File: config.mk
export PLATFORM = sky130hd
export DESIGN_NAME = ipsxb_baud_gen_frac
export DESIGN_NICKNAME = d
export VERILOG_FILES = /design/src/rtl/ipsxb_baud_gen_frac.sv
export SDC_FILE = /design/constraint.sdc
export NUM_CORES = 1
export LEC_CHECK = 0
export ABC_AREA = 1
export BUFFER_PORTS_ARGS = -buffer_cell sky130_fd_sc_hd__buf_2
export CAP_MARGIN = 10
export CORE_MARGIN = 8
export CORE_UTILIZATION = 55
export DETAILED_ROUTE_END_ITERATION = 10
export GPL_TIMING_DRIVEN = 1
export PLACE_DENSITY = 0.71
export REMOVE_ABC_BUFFERS = 1
export SETUP_SLACK_MARGIN = 0.3
export SYNTH_ARGS = -nofsm -noshare
export SYNTH_HDL_FRONTEND = slang
export SYNTH_SLANG_ARGS = --single-unit
export TNS_END_PERCENT = 1
File: constraint.sdc
create_clock -name clk -period 4.57 [get_ports clk]
set_input_delay 0.2285 -clock clk [delete_from_list [all_inputs] [get_ports clk]]
set_output_delay 0.2285 -clock clk [all_outputs]
set_load 0.03 [all_outputs]
File: src/rtl/ipsxb_baud_gen_frac.sv
// ipsxb_baud_gen_frac: fractional baud-tick generator producing oversample, mid-bit and bit ticks
//   clk, rst              system clock, async active-high reset
//   en                    enable; low holds counters idle and applies any pending divisor
//   div_int, div_frac     new divisor, captured on div_load
//   div_load              capture pulse; applied at the next bit boundary, sync, or while idle
//   sync                  re-phase: clears cnt, ph and fractional accumulator
//   ovs_tick              one pulse per oversample period
//   mid_tick, bit_tick    pulses at oversample events OVS/2 and OVS of each bit
//   cfg_err               active integer divisor is zero (clamped to 1)
module ipsxb_baud_gen_frac #(
    parameter int DIV_W        = 16,
    parameter int FRAC_W       = 4,
    parameter int OVS          = 16,
    parameter int DEF_DIV_INT  = 27,
    parameter int DEF_DIV_FRAC = 0
) (
    input  logic              clk,
    input  logic              rst,
    input  logic              en,
    input  logic [DIV_W-1:0]  div_int,
    input  logic [FRAC_W-1:0] div_frac,
    input  logic              div_load,
    input  logic              sync,
    output logic              ovs_tick,
    output logic              mid_tick,
    output logic              bit_tick,
    output logic              cfg_err
);
    localparam int PH_W = $clog2(OVS);
    localparam logic [DIV_W:0] ONE = 1;
    logic [DIV_W:0]    cnt, d_eff, period;
    logic [PH_W-1:0]   ph;
    logic [FRAC_W-1:0] frac_acc, act_frac, pend_frac, src_frac;
    logic [DIV_W-1:0]  act_int, pend_int, src_int;
    logic              extra, pend_vld, idle, ev, bnd, apply;
    always_comb begin
        d_eff    = (act_int == '0) ? ONE : {1'b0, act_int};
        period   = d_eff + {{DIV_W{1'b0}}, extra};
        idle     = !en || sync;
        ev       = !idle && (cnt == period - ONE);
        bnd      = ev && (ph == PH_W'(OVS - 1));
        // a load coinciding with the apply point takes effect immediately
        apply    = (pend_vld || div_load) && (idle || bnd);
        src_int  = div_load ? div_int : pend_int;
        src_frac = div_load ? div_frac : pend_frac;
    end
    always_ff @(posedge clk or posedge rst) begin
        if (rst) begin
            cnt       <= '0;
            ph        <= '0;
            frac_acc  <= '0;
            extra     <= 1'b0;
            act_int   <= DIV_W'(DEF_DIV_INT);
            act_frac  <= FRAC_W'(DEF_DIV_FRAC);
            pend_int  <= '0;
            pend_frac <= '0;
            pend_vld  <= 1'b0;
            ovs_tick  <= 1'b0;
            mid_tick  <= 1'b0;
            bit_tick  <= 1'b0;
            cfg_err   <= 1'b0;
        end else begin
            cnt      <= (idle || ev) ? '0 : cnt + ONE;
            ph       <= idle ? '0 : ev ? (bnd ? '0 : ph + 1'b1) : ph;
            // the carry out of the fractional add stretches the following period by one cycle
            {extra, frac_acc} <= idle ? '0 : ev ? {1'b0, frac_acc} + {1'b0, act_frac} : {extra, frac_acc};
            if (div_load) begin
                pend_int  <= div_int;
                pend_frac <= div_frac;
            end
            pend_vld <= apply ? 1'b0 : (div_load || pend_vld);
            if (apply) begin
                act_int  <= src_int;
                act_frac <= src_frac;
            end
            ovs_tick <= ev;
            mid_tick <= ev && (ph == PH_W'(OVS / 2 - 1));
            bit_tick <= bnd;
            cfg_err  <= (act_int == '0);
        end
    end
endmodule

==> run_summary.xml, run 1 <==
<?xml version="1.0" encoding="UTF-8"?>
<metrics>
  <group name="run_status">
    <metric name="run_status" unit="">complete, no violations</metric>
  </group>
  <group name="clock_tree">
    <metric name="hold_buffers" unit="">0</metric>
    <metric name="clkLatencyLatePin" unit="ps">340</metric>
    <metric name="cts-root-buf" unit="">clkbuf_8</metric>
    <metric name="cts-root-to-sink-buffers" unit="">2</metric>
    <metric name="cts_buffers" unit="">9</metric>
    <metric name="post-cts-setup-buffer-count" unit="">0</metric>
    <metric name="post_cts_resized" unit="">0</metric>
    <metric name="clock_sinks" unit="">71</metric>
    <metric name="tritoncts_clock_tree" unit="">done</metric>
    <metric name="clkTransAtPathRegs" unit="ps">80</metric>
    <metric name="cts_max_level" unit="">3</metric>
  </group>
  <group name="routing">
    <metric name="remaining_drc_errors" unit="">0</metric>
    <metric name="detailedRoute.firstIterationViolations" unit="">168</metric>
    <metric name="dr.pass1.iters" unit="">5</metric>
    <metric name="via_per_inst" unit="">5.05</metric>
    <metric name="vias" unit="">3255</metric>
    <metric name="postRouteWirelength" unit="µm">8430</metric>
    <metric name="final_antenna_net_count" unit="">0</metric>
    <metric name="wl_per_cell" unit="µm">13.1</metric>
  </group>
  <group name="finish">
    <metric name="seqCellArea" unit="µm²">1780</metric>
    <metric name="antenna_cells_inserted" unit="">0</metric>
    <metric name="share_of_cells_above_drive_strength_1" unit="%">14.5</metric>
    <metric name="multiInputGateArea" unit="µm²">1900</metric>
    <metric name="n_fill_cell" unit="">657</metric>
    <metric name="area_growth_syn_to_layout" unit="%">10.1</metric>
    <metric name="nNetsFinal" unit="">574</metric>
    <metric name="finalNonFillerCells" unit="">644</metric>
  </group>
  <group name="sta">
    <metric name="fin_crit" unit="ps">3790</metric>
    <metric name="tightestPinTransition" unit="ps">886</metric>
    <metric name="max-slew-margin-rel" unit="%">40.9</metric>
    <metric name="skew" unit="ps">11.0</metric>
    <metric name="final_setup_vio_count" unit="">0</metric>
    <metric name="fmax" unit="MHz">264</metric>
    <metric name="grt_setup_unrepaired" unit="">false</metric>
    <metric name="timing_hold_violations_final" unit="">0</metric>
    <metric name="layout_worst_path_cycle_share" unit="%">83.0</metric>
    <metric name="finalSetupTns" unit="ps">0</metric>
    <metric name="maxSlewViolCount" unit="">0</metric>
    <metric name="setup_slack" unit="ps">777</metric>
  </group>
  <group name="grt">
    <metric name="grt_max_degree" unit="">72</metric>
    <metric name="grt_first_pass_wirelength" unit="µm">14900</metric>
    <metric name="antenna_found_initial" unit="">0</metric>
    <metric name="globalRoute.totalOverflow" unit="">0</metric>
    <metric name="track_usage" unit="%">18.3</metric>
    <metric name="first_global_vias" unit="">3163</metric>
  </group>
  <group name="placed_design">
    <metric name="buffer_ports.inserted" unit="">28</metric>
    <metric name="preCtsSetupSlack" unit="ps">822</metric>
    <metric name="place_congestion" unit="">0.928</metric>
    <metric name="post-dp-hpwl" unit="µm">6210</metric>
    <metric name="placed_cells_incl_taps" unit="">628</metric>
  </group>
  <group name="floorplanning">
    <metric name="design.die.area" unit="µm²">10200</metric>
    <metric name="die_height" unit="µm">101</metric>
    <metric name="core" unit="µm²">7100</metric>
    <metric name="io-pin-count" unit="">29</metric>
    <metric name="die_width" unit="µm">101</metric>
    <metric name="fp-row-count" unit="">31</metric>
    <metric name="floorplan.initialDensity" unit="%">55.9</metric>
  </group>
  <group name="pwr">
    <metric name="power.density_cell_area" unit="nW/µm²">360</metric>
    <metric name="design_power_total" unit="mW">1.57</metric>
    <metric name="power_leakage" unit="nW">2.28</metric>
    <metric name="vdd.ir_drop.worst" unit="V">0.000262</metric>
  </group>
  <group name="worst_setup_path">
    <metric name="required" unit="ps">4800</metric>
    <metric name="critical_path_class" unit="">flip-flop to flip-flop</metric>
    <metric name="worst-endpoint-arrival" unit="ps">4020</metric>
    <metric name="setup.reg_to_reg.worst_slack" unit="ps">780</metric>
    <metric name="worst-path-max-fanout" unit="">22</metric>
    <metric name="timing.critical_path.to_type" unit="">flip-flop</metric>
    <metric name="crit_path_end" unit="">act_int[15]$_DFFE_PP0P_</metric>
    <metric name="start_kind" unit="">flip-flop</metric>
    <metric name="r2r.worst_path.cells" unit="">20</metric>
    <metric name="worst_r2r_endpoint" unit="">act_int[15]$_DFFE_PP0P_</metric>
    <metric name="startpoint" unit="">act_int[8]$_DFFE_PP0P_</metric>
    <metric name="critical_path.reg2reg.startpoint" unit="">act_int[8]$_DFFE_PP0P_</metric>
  </group>
  <group name="hold_path">
    <metric name="min-delay-start" unit="">div_frac[1]</metric>
    <metric name="min-delay-path-class" unit="">input pin to flip-flop</metric>
  </group>
  <group name="logic_synthesis">
    <metric name="post-synth-top-area-fraction" unit="%">42.3</metric>
    <metric name="post_synth.cell_area_avg" unit="µm²">7.70</metric>
    <metric name="post_synth_main_area_contributors" unit="">dfrtp_1 42%, nand2_1 18%, nand3_1 5.8%, nor2_1 4.4%, inv_1 4.2%</metric>
    <metric name="synth-warning-count" unit="">0</metric>
    <metric name="syn-cell-area" unit="µm²">3970</metric>
    <metric name="yosys_most_used_dff" unit="">dfrtp_1</metric>
    <metric name="synth.ff_latch_count" unit="">71</metric>
    <metric name="synth_cell_type_count" unit="">39</metric>
    <metric name="yosys.area.top_type" unit="">dfrtp_1</metric>
    <metric name="syn_inst" unit="">515</metric>
    <metric name="seq_area_frac_synth" unit="%">44.9</metric>
    <metric name="synthArstFlopShare" unit="%">100</metric>
    <metric name="number_of_enable_flip_flop_cells_after_synthesis" unit="">0</metric>
  </group>
  <group name="flow_run">
    <metric name="drv.max_cap_violation_count" unit="">0</metric>
  </group>
</metrics>
-- cell usage after synthesis, types with 4 or more instances --
master    instances
nand2_2           5
inv_1            44
xnor2_1           9
dfstp_2           4
buf_2             6
clkbuf_1          4
a21oi_1           8
ha_1              8
xor2_1           11
nand2_1         189
o21ai_0           7
nand3_1          46
nor2_2            8
buf_6             4
nor2_1           46
nor3_1           10
nand4_1           8
nand3_2           6
dfrtp_1          67
-- layout by cell type, fill, tap and decap left out, types with 2 or more instances in the layout --
master and n:
a21oi_1 8, a31oi_1 2, buf_2 28, buf_4 2, bufinv_16 2, clkbuf_8 10
dfrtp_1 67, dfstp_2 4, ha_1 8, inv_1 43, inv_2 3, nand2_1 189
nand2_2 5, nand3_1 46, nand3_2 6, nand3b_1 2, nand4_1 8, nor2_1 46
nor2_2 8, nor2_4 2, nor3_1 10, o21ai_0 7, o31ai_1 2, xnor2_1 9
xor2_1 11
-- worst min path at each step --
stage                              to  depth (start not counted)
2_1_floorplan  pend_frac[0]$_DFF_PP0_                          2
3_3_place_gp   pend_int[10]$_DFF_PP0_                          2
3_5_place_dp   pend_int[13]$_DFF_PP0_                          2
4_1_cts        pend_frac[0]$_DFF_PP0_                          3
5_1_grt        pend_frac[0]$_DFF_PP0_                          3
6_report       pend_frac[1]$_DFF_PP0_                          3
-- logic make-up (layout without fill, tap and decap cells) --
family	count (synthesis)	in the layout	synth area share, %
adders and majority gates	9	9	3.03
DFF	71	71	44.9
xor gates and xnor gates	20	20	4.42
and+or+nand+nor	329	329	36.8
AOI/OAI and AO/OA	23	23	3.76
buffers and inverters	63	93	7.04
-- per-layer routing --
layer / global-route usage, % / part of all wire, % / vias up
met1: 25.3 / 48 / 1502
met2: 28.0 / 46 / 70
li1: - / - / 1675
met3: 3.52 / 4.5 / 8
met5: 0 / 0 / -
met4: 5.84 / 1.4 / 0
-- critical path, stage by stage (launching register included) --
cell,delay (ps)
dfrtp_1,450
nor2_2,290
nand2_1,80
nor2_1,130
inv_1,50
nor4_1,230
nor2_1,80
ha_1,210
ha_1,280
inv_1,100
nand2_1,70
nand2_1,60
nand2_1,50
nand2_1,60
nand3_1,90
nor3_2,320
nand4_4,180
o21bai_4,480
nand2_4,250
nand2_1,130
nand2_1,60
-- state kept, by name, indices dropped and copies added (netlist names) --
signal	count
act_frac	4
act_int	16
bit_tick	1
cfg_err	1
cnt	17
extra	1
frac_acc	4
mid_tick	1
ovs_tick	1
pend_frac	4
pend_int	16
pend_vld	1
ph	4
-- power breakdown --
group / leakage (nW) / internal (mW) / switching, mW / total (mW)
registers: 0.918 / 0.674 / 0.0412 / 0.716
clock network: 0.110 / 0.324 / 0.239 / 0.563
logic: 1.25 / 0.100 / 0.190 / 0.291
-- final cells by class --
type	count	share of cell area, %
Clock buffer	11	3.24
Clock inverter	5	1.86
Inverter	47	4.04
Multi-Input combinational cell	381	43.6
Sequential cell	71	40.8
Tap cell	99	2.84
Timing Repair Buffer	30	3.56
-- per-stage QoR --
stage | hold slack (ps) | instance area, µm² | utilization [%]
2_1_floorplan | 361 | 3860 | -
6_report | 108 | 4360 | 61.5
4_1_cts | 94.0 | 4360 | 61.5
3_5_place_dp | 461 | 4140 | 58.3
3_3_place_gp | 455 | 4140 | 58.3
5_1_grt | 106 | 4360 | 61.5
(Power assumes the default switching activity.)
==> run 2: changes to the inputs <==
Clock period 4.57 ns to 3.8 ns, I/O delays scaled along.
==> run 2 against run 1 <==
Compared with the run above:
- sequential cell count stayed put
- non-clock buffer count is 3 higher
- setup slack worse by 230 ps
- routed wire length is 1.3% lower
- final cell count is 0.47% higher
- register-to-register slack worse by 230 ps
- largest power group unchanged
==> run_summary.xml, run 2 (synthesis results as in run 1) <==
<?xml version="1.0" encoding="UTF-8"?>
<metrics>
  <group name="clock_tree">
    <metric name="cts-root-to-sink-buffers" unit="">2</metric>
    <metric name="clock_sinks" unit="">71</metric>
    <metric name="cts_buffers" unit="">9</metric>
    <metric name="clkLatencyLatePin" unit="ps">340</metric>
    <metric name="cts_max_level" unit="">3</metric>
    <metric name="clkTransAtPathRegs" unit="ps">80</metric>
    <metric name="tritoncts_clock_tree" unit="">done</metric>
    <metric name="cts-root-buf" unit="">clkbuf_8</metric>
  </group>
  <group name="sta">
    <metric name="fin_crit" unit="ps">3250</metric>
    <metric name="fmax" unit="MHz">308</metric>
    <metric name="grt_setup_unrepaired" unit="">false</metric>
    <metric name="layout_worst_path_cycle_share" unit="%">85.5</metric>
    <metric name="finalSetupTns" unit="ps">0</metric>
    <metric name="setup_slack" unit="ps">550</metric>
    <metric name="maxSlewViolCount" unit="">0</metric>
    <metric name="max-slew-margin-rel" unit="%">54.0</metric>
    <metric name="final_setup_vio_count" unit="">0</metric>
    <metric name="tightestPinTransition" unit="ps">688</metric>
    <metric name="skew" unit="ps">6.69</metric>
    <metric name="timing_hold_violations_final" unit="">0</metric>
  </group>
  <group name="run_status">
    <metric name="run_status" unit="">complete, no violations</metric>
  </group>
  <group name="flow_run">
    <metric name="drv.max_cap_violation_count" unit="">0</metric>
  </group>
  <group name="placed_design">
    <metric name="post-dp-hpwl" unit="µm">6210</metric>
    <metric name="preCtsSetupSlack" unit="ps">364</metric>
    <metric name="buffer_ports.inserted" unit="">28</metric>
    <metric name="dpl_cell_area" unit="µm²">4150</metric>
    <metric name="place_congestion" unit="">0.946</metric>
    <metric name="placed_cells_incl_taps" unit="">629</metric>
  </group>
  <group name="finish">
    <metric name="max_flop_register" unit="">cnt</metric>
    <metric name="finalNonFillerCells" unit="">647</metric>
    <metric name="multiInputGateArea" unit="µm²">1930</metric>
    <metric name="share_of_cells_above_drive_strength_1" unit="%">15.3</metric>
    <metric name="area_growth_syn_to_layout" unit="%">11.0</metric>
    <metric name="n_fill_cell" unit="">647</metric>
    <metric name="finish.instance_area" unit="µm²">4400</metric>
    <metric name="antenna_cells_inserted" unit="">0</metric>
    <metric name="nNetsFinal" unit="">577</metric>
    <metric name="biggestRegsByFlops" unit="">cnt (17), act_int (16), pend_int (16)</metric>
    <metric name="layout_commonest_cell" unit="">nand2_1</metric>
    <metric name="seqCellArea" unit="µm²">1780</metric>
    <metric name="largest_register_ffs" unit="">17</metric>
    <metric name="post-route-util" unit="%">62.0</metric>
    <metric name="mostFrequentLayoutCells" unit="">189 x nand2_1, 67 x dfrtp_1, 46 x nand3_1</metric>
  </group>
  <group name="routing">
    <metric name="detailedRoute.firstIterationViolations" unit="">173</metric>
    <metric name="wl_per_cell" unit="µm">12.9</metric>
    <metric name="via_per_inst" unit="">5.02</metric>
    <metric name="met3_wirelength" unit="µm">401</metric>
    <metric name="met1_layer_wirelength_in_the_final_routing" unit="µm">3980</metric>
    <metric name="final_antenna_net_count" unit="">0</metric>
    <metric name="postRouteWirelength" unit="µm">8320</metric>
    <metric name="met2RoutedLength" unit="µm">3740</metric>
    <metric name="vias" unit="">3245</metric>
    <metric name="remaining_drc_errors" unit="">0</metric>
    <metric name="dr.pass1.iters" unit="">4</metric>
    <metric name="topRoutingLayerUsed" unit="">met4</metric>
  </group>
  <group name="worst_setup_path">
    <metric name="required" unit="ps">4080</metric>
    <metric name="critical_path_class" unit="">flip-flop to flip-flop</metric>
    <metric name="start_kind" unit="">flip-flop</metric>
    <metric name="worst-endpoint-arrival" unit="ps">3530</metric>
    <metric name="worst-path-max-fanout" unit="">17</metric>
    <metric name="timing.critical_path.to_type" unit="">flip-flop</metric>
  </group>
  <group name="floorplanning">
    <metric name="design.die.area" unit="µm²">10200</metric>
    <metric name="io-pin-count" unit="">29</metric>
    <metric name="core" unit="µm²">7100</metric>
    <metric name="die_height" unit="µm">101</metric>
    <metric name="die_width" unit="µm">101</metric>
    <metric name="fp-row-count" unit="">31</metric>
    <metric name="floorplan.initialDensity" unit="%">55.9</metric>
  </group>
  <group name="hold_path">
    <metric name="min-delay-path-class" unit="">input pin to flip-flop</metric>
  </group>
  <group name="grt">
    <metric name="track_usage" unit="%">17.6</metric>
    <metric name="first_global_vias" unit="">3140</metric>
    <metric name="grt_first_pass_wirelength" unit="µm">14300</metric>
    <metric name="grt_max_degree" unit="">42</metric>
    <metric name="globalRoute.totalOverflow" unit="">0</metric>
    <metric name="antenna_found_initial" unit="">0</metric>
  </group>
  <group name="pwr">
    <metric name="power_leakage" unit="nW">2.29</metric>
    <metric name="vdd.ir_drop.worst" unit="V">0.000275</metric>
    <metric name="power.density_cell_area" unit="nW/µm²">420</metric>
  </group>
</metrics>
[run 2: changes by cell type in the layout (fill, tap and decap cells not counted), sizes merged]
cell and change:
buf +2, clkinvlp +1, bufinv -1, inv -1, dlygate4sd3 +1, clkbuf +1
[run 2: worst max-delay path, stage by stage, from the launching register on]
cell and delay (ps):
dfrtp_1 460, nor2_1 230, nand2_2 150, nor4_2 290, nor2_1 70, ha_1 210, ha_2 330, xnor2_1 60
nor2_1 150, nand3_1 160, nor3_4 260, nand4_4 160, o21bai_4 230, buf_6 200, nand3_1 90, nand2_1 110
[run 2: timing repair]
| action | in CTS | in global routing |
|---|---|---|
| setup endpoints to repair | 0 | 48 |
| resized for setup | 0 | 6 |
| hold buffers | 1 | 0 |
| endpoints found under the hold margin | 30 | 0 |
| buffers inserted | 0 | 1 |
[run 2: cell type report]
class | instances | area share (%)
Timing Repair Buffer | 33 | 4.18
Clock buffer | 12 | 3.52
Sequential cell | 71 | 40.5
Multi-Input combinational cell | 381 | 43.8
Clock inverter | 4 | 1.22
Inverter | 47 | 4.01
Tap cell | 99 | 2.81
[run 2: metal layers]
layer	global-route usage [%]	vias up
met5	0	-
met4	8.48	0
met3	3.25	17
met2	27.8	79
met1	22.8	1461
li1	-	1688
[run 2: final timing paths]
path / start / endpoint / slack (ps) / cells after the start
worst max-delay path: act_int[5]$_DFFE_PP0P_ / act_int[14]$_DFFE_PP0P_ / 550 / 15
worst min-delay path: div_int[2] / pend_int[2]$_DFF_PP0_ / 70 / 3
worst max register to register: act_int[5]$_DFFE_PP0P_ / act_int[14]$_DFFE_PP0P_ / 550 / 15
worst min register to register: pend_int[13]$_DFF_PP0_ / pend_int[13]$_DFF_PP0_ / 470 / 2
max in group asynchronous: rst / act_int[4]$_DFFE_PP1P_ / 2350 / 4
min in group asynchronous: rst / pend_int[15]$_DFF_PP0_ / 470 / 3
[run 2: through the flow]
stage	power, mW	hold WS [ps]
2_1_floorplan	1.13	322
3_3_place_gp	1.21	314
3_5_place_dp	1.22	323
4_1_cts	1.85	60.2
5_1_grt	1.95	71.3
6_report	1.85	65.3
[run 2: report_power, final]
| part | switching (mW) | internal [mW] |
|---|---|---|
| combinational | 0.234 | 0.126 |
| sequential | 0.0503 | 0.811 |
| clock | 0.285 | 0.340 |
==> run 3: changes to the inputs <==
Settings changed: MAX_ROUTING_LAYER from default to met4.
==> run 3 against run 2 <==
Compared with the run above:
- the flow now finishes with violations (negative hold slack)
- final cell count is 0.77% higher
- combinational power is 6.4% higher
- sequential cell count stayed put
- critical path type unchanged
- largest power group unchanged
==> run_summary.xml, run 3 (synthesis results as in run 1) <==
<?xml version="1.0" encoding="UTF-8"?>
<metrics>
  <group name="clock_tree">
    <metric name="hold_buffers" unit="">0</metric>
    <metric name="tritoncts_clock_tree" unit="">done</metric>
    <metric name="cts-root-buf" unit="">clkbuf_8</metric>
    <metric name="cts_buffers" unit="">9</metric>
    <metric name="cts_max_level" unit="">3</metric>
    <metric name="clock_sinks" unit="">71</metric>
    <metric name="cts-root-to-sink-buffers" unit="">2</metric>
    <metric name="clkLatencyLatePin" unit="ps">350</metric>
    <metric name="clkTransAtPathRegs" unit="ps">80</metric>
  </group>
  <group name="sta">
    <metric name="skew" unit="ps">9.73</metric>
    <metric name="layout_worst_path_cycle_share" unit="%">86.2</metric>
    <metric name="tightestPinTransition" unit="ps">882</metric>
    <metric name="maxSlewViolCount" unit="">0</metric>
    <metric name="timing.hold.ws" unit="ps">-3.93</metric>
    <metric name="fmax" unit="MHz">305</metric>
    <metric name="final_setup_vio_count" unit="">0</metric>
    <metric name="fin_crit" unit="ps">3270</metric>
    <metric name="setup_slack" unit="ps">526</metric>
    <metric name="grt_setup_unrepaired" unit="">false</metric>
    <metric name="finalSetupTns" unit="ps">0</metric>
    <metric name="max-slew-margin-rel" unit="%">41.1</metric>
    <metric name="timing_hold_violations_final" unit="">4</metric>
  </group>
  <group name="finish">
    <metric name="seqCellArea" unit="µm²">1790</metric>
    <metric name="biggestRegsByFlops" unit="">cnt (17), act_int (16), pend_int (16)</metric>
    <metric name="largest_register_ffs" unit="">17</metric>
    <metric name="max_flop_register" unit="">cnt</metric>
    <metric name="n_fill_cell" unit="">634</metric>
    <metric name="nNetsFinal" unit="">582</metric>
    <metric name="share_of_cells_above_drive_strength_1" unit="%">17.4</metric>
    <metric name="antenna_cells_inserted" unit="">0</metric>
    <metric name="mostFrequentLayoutCells" unit="">189 x nand2_1, 64 x dfrtp_1, 46 x nand3_1</metric>
    <metric name="area_growth_syn_to_layout" unit="%">14.1</metric>
    <metric name="layout_commonest_cell" unit="">nand2_1</metric>
    <metric name="finish.instance_area" unit="µm²">4520</metric>
    <metric name="multiInputGateArea" unit="µm²">1970</metric>
  </group>
  <group name="floorplanning">
    <metric name="fp-row-count" unit="">31</metric>
    <metric name="design.die.area" unit="µm²">10200</metric>
    <metric name="die_height" unit="µm">101</metric>
    <metric name="floorplan.initialDensity" unit="%">55.9</metric>
    <metric name="core" unit="µm²">7100</metric>
    <metric name="io-pin-count" unit="">29</metric>
    <metric name="die_width" unit="µm">101</metric>
  </group>
  <group name="pwr">
    <metric name="p_clk_share" unit="%">33.5</metric>
    <metric name="power.internal" unit="mW">1.29</metric>
    <metric name="sequentialPowerShare" unit="%">46.1</metric>
    <metric name="power.density_cell_area" unit="nW/µm²">415</metric>
    <metric name="power.share.combinational" unit="%">20.4</metric>
    <metric name="power_switching" unit="mW">0.587</metric>
    <metric name="sw_share" unit="%">31.2</metric>
    <metric name="vdd.ir_drop.worst" unit="V">0.000275</metric>
    <metric name="power_leakage" unit="nW">2.35</metric>
  </group>
  <group name="routing">
    <metric name="via_per_inst" unit="">5.10</metric>
    <metric name="final_antenna_net_count" unit="">0</metric>
    <metric name="wl_per_cell" unit="µm">13.6</metric>
    <metric name="dr.pass1.iters" unit="">5</metric>
    <metric name="detailedRoute.firstIterationViolations" unit="">200</metric>
    <metric name="remaining_drc_errors" unit="">0</metric>
    <metric name="postRouteWirelength" unit="µm">8850</metric>
    <metric name="vias" unit="">3322</metric>
  </group>
  <group name="worst_setup_path">
    <metric name="worst-path-max-fanout" unit="">7</metric>
    <metric name="timing.critical_path.mode_cell" unit="">nand3_1</metric>
    <metric name="crit_family" unit="">simple AND/OR/NAND/NOR gates</metric>
    <metric name="worst-endpoint-arrival" unit="ps">3560</metric>
    <metric name="timing.critical_path.to_type" unit="">flip-flop</metric>
    <metric name="critical_path.cell_chain" unit="">nor2_2 -&gt; nand2_2 -&gt; nor4_4 -&gt; nor2_1 -&gt; ha_1 -&gt; ha_2 -&gt; nand3_1 -&gt; nand2_1 -&gt; nand3_1 -&gt; nand3_1 -&gt; nor3_4 -&gt; nand4_4 -&gt; o21bai_4 -&gt; buf_12 -&gt; buf_4 -&gt; nand3_1 -&gt; nand2_1</metric>
    <metric name="critPathMaxStageDelay" unit="ps">460</metric>
    <metric name="critical_path_class" unit="">flip-flop to flip-flop</metric>
    <metric name="cpMaxStageDelayCell" unit="">dfrtp_2</metric>
    <metric name="cp_num_buf_inv" unit="">2</metric>
    <metric name="start_kind" unit="">flip-flop</metric>
    <metric name="required" unit="ps">4080</metric>
  </group>
  <group name="grt">
    <metric name="first_global_vias" unit="">3317</metric>
    <metric name="track_usage" unit="%">19.0</metric>
    <metric name="grt_max_degree" unit="">40</metric>
    <metric name="grt_first_pass_wirelength" unit="µm">15000</metric>
    <metric name="antenna_found_initial" unit="">0</metric>
    <metric name="globalRoute.totalOverflow" unit="">0</metric>
  </group>
  <group name="placed_design">
    <metric name="buffer_ports.inserted" unit="">28</metric>
    <metric name="place_congestion" unit="">0.971</metric>
    <metric name="post-dp-hpwl" unit="µm">6240</metric>
    <metric name="dpl_cell_area" unit="µm²">4150</metric>
    <metric name="preCtsSetupSlack" unit="ps">287</metric>
  </group>
  <group name="run_status">
    <metric name="run_status" unit="">finished with violations</metric>
    <metric name="failed_checks" unit="">negative hold slack</metric>
  </group>
  <group name="flow_run">
    <metric name="drv.max_cap_violation_count" unit="">0</metric>
  </group>
  <group name="hold_path">
    <metric name="min-delay-path-class" unit="">input pin to async pin</metric>
  </group>
</metrics>
==> run 3: final cells by class <==
type                    count  area share (%)
multi-input cells         382            43.5
flip-flops and latches     71            39.5
inverters                  47            3.90
well taps                  99            2.74
repair buffers             37            5.81
clock buffers              12            3.43
clock inverters             4            1.16
==> run 3: worst paths after layout <==
path,startpoint,end,slack (ps),cells past startpoint
max,act_int[5]$_DFFE_PP0P_,act_frac[1]$_DFFE_PP0P_,530,17
min,rst,pend_frac[2]$_DFF_PP0_,-4,2
max reg2reg,act_int[5]$_DFFE_PP0P_,act_frac[1]$_DFFE_PP0P_,530,17
min reg2reg,act_int[0]$_DFFE_PP1P_,act_int[0]$_DFFE_PP1P_,470,2
max in group asynchronous,rst,act_int[4]$_DFFE_PP1P_,2840,3
min in group clk,div_int[7],pend_int[7]$_DFF_PP0_,70,3
==> run 3: power by group through the flow <==
stage | sequential [mW] | combinational (mW) | clock [mW]
after CTS | 0.861 | 0.355 | 0.640
after global placement | 0.870 | 0.340 | 0
after global routing | 0.872 | 0.436 | 0.677
final | 0.866 | 0.383 | 0.630
after detailed placement | 0.874 | 0.348 | 0
after floorplan | 0.859 | 0.270 | 0
==> run 3: routing by layer <==
metal  vias up  global-route usage [%]  wire (µm)
met5         -                       -          0
met4         0                    7.33        214
met3        19                    3.94        360
met2        79                    29.5       4120
met1      1526                    23.9       4160
li1       1698                       -          -
==> run 3: stage by stage <==
stage	std cells	power [mW]	utilization (%)
finish	652	1.88	63.7
global route	652	1.99	63.7
CTS	645	1.86	61.6
detailed placement	629	1.22	58.5
global placement	629	1.21	58.5
floorplan	499	1.13	-
==> run 3: what timing repair did <==
action                                  CTS  global route
gates cloned                              0             3
pin swaps                                 0             3
resized for setup                         3            13
setup buffers                             0             4
endpoints found under the setup margin   19            48
==> run 3: worst register-to-register path, cell delays in order, from the launching register on <==
cell and delay, ps:
dfrtp_2 460, nor2_2 170, nand2_2 140, nor4_4 290, nor2_1 70, ha_1 210, ha_2 230, nand3_1 140
nand2_1 90, nand3_1 100, nand3_1 120, nor3_4 270, nand4_4 170, o21bai_4 260, buf_12 170, buf_4 120
nand3_1 70, nand2_1 130
